File: src/rtl/bcd_conv_arbiter.sv
// Round-robin arbiter sharing one external binary-to-BCD converter among N_REQ requesters.
// Operands saturate to 9999; results land in per-requester holding registers with a one-cycle ack.
module bcd_conv_arbiter #(
  parameter int unsigned N_REQ = 3
) (
  input  logic                  clk,
  input  logic                  rst_n,
  input  logic [N_REQ-1:0]      req,
  input  logic [16*N_REQ-1:0]   bin_flat,
  output logic [N_REQ-1:0]      ack,
  output logic [16*N_REQ-1:0]   bcd_flat,
  output logic [N_REQ-1:0]      ovf,
  output logic                  busy,
  output logic [15:0]           conv_bin,
  input  logic [15:0]           conv_bcd
);

  localparam int unsigned IdxW = (N_REQ > 1) ? $clog2(N_REQ) : 1;
  localparam logic [15:0] MaxBin = 16'd9999;

  typedef enum logic [1:0] {StIdle, StConv, StCapt} state_e;

  state_e               state_q, state_d;
  logic [IdxW-1:0]      ptr_q, ptr_d;
  logic [IdxW-1:0]      g_q, g_d;
  logic                 sat_q, sat_d;
  logic [15:0]          conv_bin_q, conv_bin_d;
  logic [N_REQ-1:0]     ack_q, ack_d;
  logic [N_REQ-1:0]     ovf_q, ovf_d;
  logic [16*N_REQ-1:0]  bcd_q, bcd_d;

  logic [N_REQ-1:0]     elig;
  logic                 grant_vld;
  logic [IdxW-1:0]      grant_idx;
  logic [IdxW-1:0]      cand_idx;
  int unsigned          cand;
  logic [15:0]          grant_bin;

  // A requester still seeing its ack is masked so a late req drop cannot re-grant it.
  assign elig = req & ~ack_q;

  always_comb begin
    grant_vld = 1'b0;
    grant_idx = '0;
    cand      = 0;
    cand_idx  = '0;
    for (int unsigned k = 1; k <= N_REQ; k++) begin
      cand = int'(ptr_q) + k;
      if (cand >= N_REQ) cand = cand - N_REQ;
      cand_idx = cand[IdxW-1:0];
      if (!grant_vld && elig[cand_idx]) begin
        grant_vld = 1'b1;
        grant_idx = cand_idx;
      end
    end
  end

  assign grant_bin = bin_flat[16*grant_idx +: 16];

  always_comb begin
    state_d    = state_q;
    ptr_d      = ptr_q;
    g_d        = g_q;
    sat_d      = sat_q;
    conv_bin_d = conv_bin_q;
    ack_d      = '0;
    ovf_d      = ovf_q;
    bcd_d      = bcd_q;
    case (state_q)
      StIdle: begin
        if (grant_vld) begin
          g_d   = grant_idx;
          ptr_d = grant_idx;
          if (grant_bin > MaxBin) begin
            conv_bin_d = MaxBin;
            sat_d      = 1'b1;
          end else begin
            conv_bin_d = grant_bin;
            sat_d      = 1'b0;
          end
          state_d = StConv;
        end
      end
      StConv: state_d = StCapt;
      StCapt: begin
        bcd_d[16*g_q +: 16] = conv_bcd;
        ovf_d[g_q]          = sat_q;
        ack_d[g_q]          = 1'b1;
        state_d             = StIdle;
      end
      default: state_d = StIdle;
    endcase
  end

  always_ff @(posedge clk) begin
    if (!rst_n) begin
      state_q    <= StIdle;
      ptr_q      <= IdxW'(N_REQ - 1);
      g_q        <= '0;
      sat_q      <= 1'b0;
      conv_bin_q <= '0;
      ack_q      <= '0;
      ovf_q      <= '0;
      bcd_q      <= '0;
    end else begin
      state_q    <= state_d;
      ptr_q      <= ptr_d;
      g_q        <= g_d;
      sat_q      <= sat_d;
      conv_bin_q <= conv_bin_d;
      ack_q      <= ack_d;
      ovf_q      <= ovf_d;
      bcd_q      <= bcd_d;
    end
  end

  assign ack      = ack_q;
  assign ovf      = ovf_q;
  assign bcd_flat = bcd_q;
  assign conv_bin = conv_bin_q;
  assign busy     = (state_q != StIdle);

endmodule
File: config.mk
export PLATFORM = sky130hd
export DESIGN_NAME = bcd_conv_arbiter
export DESIGN_NICKNAME = d
export VERILOG_FILES = /design/src/rtl/bcd_conv_arbiter.sv
export SDC_FILE = /design/constraint.sdc
export NUM_CORES = 1
export LEC_CHECK = 0
export ABC_AREA = 0
export CAP_MARGIN = 20
export CORE_UTILIZATION = 47
export DETAILED_ROUTE_END_ITERATION = 16
export GPL_TIMING_DRIVEN = 1
export PLACE_DENSITY = 0.83
export SKIP_LAST_GASP = 1
export SLEW_MARGIN = 20
export SYNTH_ARGS = -nofsm -noshare
export SYNTH_HDL_FRONTEND = slang
export SYNTH_SLANG_ARGS = --single-unit
File: constraint.sdc
create_clock -name clk -period 6.4 [get_ports clk]
set_input_delay 1.28 -clock clk [delete_from_list [all_inputs] [get_ports clk]]
set_output_delay 1.28 -clock clk [all_outputs]
set_load 0.01 [all_outputs]
==> results of run 1 <==
[registers in the layout, summed over array words and instances, names as in the netlist]
register,cells
ovf,3
ack,3
conv_bin,16
sat_q,1
bcd_flat,48
state_q,2
g_q,1
ptr_q,2
[worst reg2reg max path: stages, from the launching register on]
cell	delay (ns)
dfxtp_1	0.61
inv_1	0.30
ha_1	0.55
nor4bb_1	0.35
nor2_1	0.14
nand4_1	0.21
nand2_1	0.33
or4_1	0.61
a32o_2	0.30
o211ai_4	0.35
o221a_2	0.27
[cell type report]
type,count,area (um^2),share of cell area
tap,99,124,0.0238
multi-input combinational,265,1890,0.365
clock buffer,10,128,0.0246
clock inverter,6,96.3,0.0185
sequential,76,1520,0.293
inverter,4,15.0,0.00289
timing repair buffer,143,1420,0.273
[worst min-delay path by stage]
stage | start | endpoint | slack [ns]
3_3_place_gp | conv_bin[6] | conv_bin[6] | 0.44
3_5_place_dp | conv_bin[14] | conv_bin[14] | 0.45
2_1_floorplan | sat_q | ovf[0] | 0.48
5_1_grt | conv_bin[14] | conv_bin[14] | 0.50
6_report | ovf[2] | ovf[2] | 0.47
4_1_cts | conv_bin[5] | conv_bin[5] | 0.47
[routing by layer]
layer,vias up,global-route usage,routed length (um)
met2,147,0.408,4610
met3,20,0.104,1100
met4,0,0.106,193
li1,1600,-,-
met1,1567,0.302,3900
met5,-,0,0
[cell usage in the layout, fill, tap and decap left out, drive strengths merged, types with 2 or more instances in the layout]
master         synthesis  layout
mux2i                 13      13
a22oi                 48      48
ha                    10      10
a21oi                  4       4
a31oi                  2       2
o21bai                 2       2
clkbuf                19      10
nand2                 35      35
o21ai                 18      18
nor4b                  4       4
inv                    4       6
nor2                   7       7
mux2                   4       4
a21boi                 3       3
bufinv                 0       2
nor4                   3       3
nor2b                 54      54
dfxtp                 76      76
o211a                  2       2
o2bb2ai                2       2
o221a                  6       6
and3                   6       6
or4                    5       5
buf                    5       5
clkdlybuf4s50          0     138
nand3                 10      10
and2                   6       6
o211ai                 7       7
[power groups by stage]
stage	logic, mW	clock network [mW]	registers (mW)
after floorplan	0.600	0	0.602
after global placement	0.829	0	0.590
after detailed placement	0.851	0	0.592
after CTS	0.859	0.416	0.582
after global routing	0.940	0.435	0.589
final	0.864	0.410	0.581
[kinds of logic after synthesis]
| group | count (synthesis) | share of synthesized area |
|---|---|---|
| DFF | 76 | 0.431 |
| and+or+nand+nor | 138 | 0.225 |
| muxes | 17 | 0.0507 |
| buffers and inverters | 28 | 0.0383 |
| AOI/OAI and AO/OA | 100 | 0.220 |
| adders and majority gates | 10 | 0.0354 |
==> reports/summary.txt, run 1 <==
status = complete, no violations
Chip Height = 88.7 um
Yosys top cell area share = 0.431
reg2reg path depth = 10
Post-Place Setup Slack = 2.01 ns
Yosys cell types = 48
GRT Total Usage = 0.254
Via Count = 3,334
Yosys reg bits = 76
Gates resized, CTS repair = 0
internal power = 1.16 mW
CP peak stage delay = 0.61 ns
total CTS buffers = 9
Clock Sinks = 76
gp weighted congestion = 0.862
DR WL/cell = 16.3 um
syn_area_per_cell = 9.57 um^2
# IOs = 140
slew of the pin with the lowest slew margin = 1.09 ns
CP Launch Point = req[2]
Fin. Hold Viols = 0
Layout area overhead = 47.1%
largest net degree at the start of global routing = 76
DRC Markers = 0
First DRT Iteration DRCs = 197
R2R Setup Slk = 2.34 ns
final total power = 1.86 mW
most common cell in the netlist = dfxtp_1
worst hold path type = reg -> reg
core area = 0.00725 mm^2
H-tree Lvls = 3
setup TNS = 0 ns
Max FO, Critical Path = 15
Setup crit start kind = primary input
stages on the worst setup path = 9
via/cell ratio = 5.53
Post-synth top flop = dfxtp_1
switching pwr = 691 uW
yosys warns = 0
FF-to-FF Start = ptr_q[0]
root buffer cell = clkbuf_8
Gate Count Post-Synth = 369
Max Root-Sink Buffers = 2
Max Cap Viol = 0
cell count after placement = 587
share of cells above drive strength 1 = 0.0754
Max VDD drop = 0.181 mV
sequential area share after synthesis = 0.431
Crit. End Element = register
worst rel slew slack = 0.273
fin area = 0.00519 mm^2
Clock Pin Slew Worst Setup and Hold Paths = 0.08 ns
fin nets = 578
combinational share of power = 0.466
# port buffers = 139
post-DP HPWL = 6860 um
Worst Hold Path Cells = 2
iteration count of the initial detailed-routing pass = 4
global-route wire length before repair = 15,300 um
Die ar. = 0.00787 mm^2
# diodes = 0
critical path class = in -> reg
GRT Residual Overflow = 0
CP Data Required Time = 6.69 ns
post-route setup slack = 2.33 ns
Reg power frac = 0.313
Clock Skew = 0.00976 ns
cell family with most CP delay = simple AND/OR/NAND/NOR gates
Clk pwr share = 0.221
switch share = 0.373
final setup violation count = 0
Post-Route WL = 9800 um
worst reg2reg endpoint = conv_bin[2]
# Post-CTS Setup Buffers = 0
max-slew violation count = 0
Crit path buffers/inverters = 1
most instantiated cells after synthesis = 76 x dfxtp_1, 54 x nor2b_1, 48 x a22oi_1
filler cell count = 556
min cycle time layout = 4.07 ns
Mapped Nets = 448
Clock Latency Late Sink = 0.35 ns
Die Wd = 88.7 um
RSZ-0062 raised after global routing = false
asr flop ratio synth = 0
Post-synth EDFFs = 0
post-route ant nets = 0
LEAKAGE = 1.85 nW
hold buffers post-CTS = 0
# rows = 31
Hold WS = 0.472 ns
Synth area leader = dfxtp_1
fin cells = 603
crit share post-route = 0.636
CP Data Arrival Time = 4.36 ns
Post-Synthesis Cell Area = 0.00353 mm^2
Setup crit end = conv_bin[2]
cell breakdown of the critical path = clkdlybuf4s50_1, nor2b_1, nand3b_1, nand4_1, nand2_1, or4_1, a32o_2, o211ai_4, o221a_2
largest cells by area after synthesis = dfxtp_1 43%, a22oi_1 10%, nor2b_1 9.6%, nand2_1 3.7%, mux2i_1 3.7%
Util after Layout = 0.716
starting density of the core = 0.487
Area after DPL = 0.00497 mm^2
PwrDens = 357 mW/mm^2
vias in the first global route = 3,187
Max Freq = 246 MHz
CP max stage cell = or4_1
initial antenna violation count = 0
CTS tree = done
Note: power is estimated with default switching activity, not from simulation.
==> run 2, diff against run 1 <==
CORE_UTILIZATION = 39   (was 47)
PLACE_DENSITY = 0.73   (was 0.83)
clock period = 3.3 ns   (was 6.4 ns; I/O delays follow)
==> run 2 against run 1 <==
Effect of this change:
- sequential share of layout area fell by 0.78 points
- count of clock-buffer cells in the layout stayed put
- worst setup slack worse by 2.2 ns
- sequential power grew 93%
- wire length up 4.8%
- via count is 1.4% higher
- total power rose by 100%
- non-clock buffer count rose by 16
- critical path depth rose by 2
==> reports/summary.txt, run 2 (synthesized netlist as in run 1, its figures left out) <==
status = complete, no violations (unchanged)
CP Launch Point = ptr_q[0] (was req[2])
post-route ant nets = 0 (unchanged)
filler cell count = 762 (was 556)
iteration count of the initial detailed-routing pass = 4 (unchanged)
worst hold path type = reg -> reg (unchanged)
Chip Height = 97.2 um (was 88.7 um)
post-DP HPWL = 7360 um (was 6860 um)
cell mode on critical path = buf_4
CP max stage cell = or4_1 (unchanged)
R2R Setup Slk = 0.16 ns (was 2.34 ns)
Die ar. = 0.00944 mm^2 (was 0.00787 mm^2)
starting density of the core = 0.403 (was 0.487)
# rows = 34 (was 31)
Area after DPL = 0.00509 mm^2 (was 0.00497 mm^2)
Max VDD drop = 0.303 mV (was 0.181 mV)
worst rel slew slack = 0.513 (was 0.273)
Setup crit start kind = register (was primary input)
reg2reg path depth = 11 (was 10)
Max Cap Viol = 0 (unchanged)
final total power = 3.72 mW (was 1.86 mW)
GRT Residual Overflow = 0 (unchanged)
cell family with most CP delay = compound AO/OA/AOI/OAI gates (was simple AND/OR/NAND/NOR gates)
worst reg2reg endpoint = conv_bin[3] (was conv_bin[2])
cell breakdown of the critical path = buf_4, ha_1, nor4b_4, a211oi_1, a2bb2oi_2, a31o_4, or4_1, a32o_2, o211ai_4, buf_4, o221a_1 (was clkdlybuf4s50_1, nor2b_1, nand3b_1, nand4_1, nand2_1, or4_1, a32o_2, o211ai_4, o221a_2)
Max Root-Sink Buffers = 2 (unchanged)
global-route wire length before repair = 16,600 um (was 15,300 um)
CP Data Required Time = 3.59 ns (was 6.69 ns)
DRC Markers = 0 (unchanged)
gp weighted congestion = 0.877 (was 0.862)
most frequent cells in the layout = 138 x clkdlybuf4s50_1, 76 x dfxtp_1, 53 x nor2b_1 (was 138 x clkdlybuf4s50_1, 76 x dfxtp_1, 54 x nor2b_1)
crit share post-route = 0.951
CTS tree = done (unchanged)
cell count after placement = 610 (was 587)
PwrDens = 697 mW/mm^2 (was 357 mW/mm^2)
# IOs = 140 (unchanged)
stages on the worst setup path = 11 (was 9)
Crit path buffers/inverters = 2 (was 1)
share of cells above drive strength 1 = 0.113 (was 0.0754)
FF-to-FF Start = ptr_q[0] (unchanged)
initial antenna violation count = 0 (unchanged)
min cycle time layout = 3.14 ns
CP peak stage delay = 0.50 ns (was 0.61 ns)
H-tree Lvls = 3 (unchanged)
First DRT Iteration DRCs = 101 (was 197)
Max Freq = 319 MHz
RSZ-0062 raised after global routing = false (unchanged)
final setup violation count = 0 (unchanged)
Clock Sinks = 76 (unchanged)
Layout area overhead = 51.1% (was 47.1%)
LEAKAGE = 1.92 nW (was 1.85 nW)
CP Data Arrival Time = 3.43 ns (was 4.36 ns)
Clock Latency Late Sink = 0.35 ns (about the same)
critical path class = reg -> reg (was in -> reg)
fin nets = 594 (was 578)
max-slew violation count = 0 (unchanged)
root buffer cell = clkbuf_8 (unchanged)
Via Count = 3,381 (was 3,334)
Post-Route WL = 10,300 um (was 9800 um)
vias in the first global route = 3,283 (was 3,187)
via/cell ratio = 5.38 (was 5.53)
# diodes = 0 (unchanged)
post-route setup slack = 0.160 ns (was 2.33 ns)
core area = 0.00876 mm^2 (was 0.00725 mm^2)
Post-Place Setup Slack = -0.279 ns (was 2.01 ns)
Die Wd = 97.2 um (was 88.7 um)
largest net degree at the start of global routing = 40 (was 76)
max reg flops = 48 (unchanged)
Crit. End Element = register (unchanged)
slew of the pin with the lowest slew margin = 0.728 ns (was 1.09 ns)
Fin. Hold Viols = 0 (unchanged)
GRT Total Usage = 0.215 (was 0.254)
total CTS buffers = 9 (unchanged)
Setup crit end = conv_bin[3] (was conv_bin[2])
# port buffers = 139 (unchanged)
Max FO, Critical Path = 9 (was 15)
commonest non-fill, non-tap cell in the layout = clkdlybuf4s50_1 (unchanged)
Clock Pin Slew Worst Setup and Hold Paths = 0.08 ns (about the same)
fin area = 0.00534 mm^2 (was 0.00519 mm^2)
fin cells = 628 (was 603)
DR WL/cell = 16.4 um (was 16.3 um)
Clock Skew = 0.0126 ns (was 0.00976 ns)
-- run 2: layout make-up --
| class | instances | area (um^2) | share of cell area |
|---|---|---|---|
| multi-input combinational | 265 | 1930 | 0.362 |
| timing repair buffer | 159 | 1540 | 0.288 |
| clock inverter | 6 | 71.3 | 0.0134 |
| clock buffer | 10 | 128 | 0.0239 |
| inverter | 4 | 15.0 | 0.00281 |
| tap | 108 | 135 | 0.0253 |
| sequential | 76 | 1520 | 0.285 |
-- run 2: worst reg2reg max path: stages (launching register included) --
cell,delay [ns]
dfxtp_1,0.32
buf_4,0.19
ha_1,0.28
nor4b_4,0.42
a211oi_1,0.11
a2bb2oi_2,0.18
a31o_4,0.25
or4_1,0.50
a32o_2,0.30
o211ai_4,0.18
buf_4,0.17
o221a_1,0.19
-- run 2: repair_timing --
item                                   4_1_cts  5_1_grt
setup endpoints to repair                   10       13
gates resized for setup                      2        4
hold buffers                                 0        0
pin swaps                                    0        2
setup buffers                                0        2
cloned                                       0        0
endpoints found under the hold margin        0        0
-- run 2: worst min-delay path by stage --
stage                       from      endpoint  slack [ns]  depth (start not counted)
floorplan                  sat_q        ovf[0]        0.48                          2
global placement     conv_bin[6]   conv_bin[6]        0.44                          2
detailed placement  conv_bin[14]  conv_bin[14]        0.45                          1
CTS                       ovf[2]        ovf[2]        0.47                          2
global route              ovf[2]        ovf[2]        0.50                          2
finish              conv_bin[14]  conv_bin[14]        0.47                          1
-- run 2: power by group --
| part | internal, mW | switching [mW] |
|---|---|---|
| Sequential | 1.04 | 0.0742 |
| Clock | 0.356 | 0.354 |
| Combinational | 0.943 | 0.953 |
| Total | 2.34 | 1.38 |
-- run 2: stage by stage --
stage	hold WS [ns]	setup TNS, ns	util
after floorplan	0.479	0	-
final	0.465	0	0.609
after global placement	0.443	-2.05	0.581
after global routing	0.497	0	0.609
after CTS	0.471	0	0.604
after detailed placement	0.451	-3.22	0.581
-- run 2: metal layers --
layer | vias up | global-route usage | wire length (um)
li1 | 1634 | - | -
met2 | 129 | 0.348 | 4750
met4 | 0 | 0.0769 | 174
met1 | 1603 | 0.265 | 4420
met5 | - | 0 | 0
met3 | 15 | 0.0727 | 931
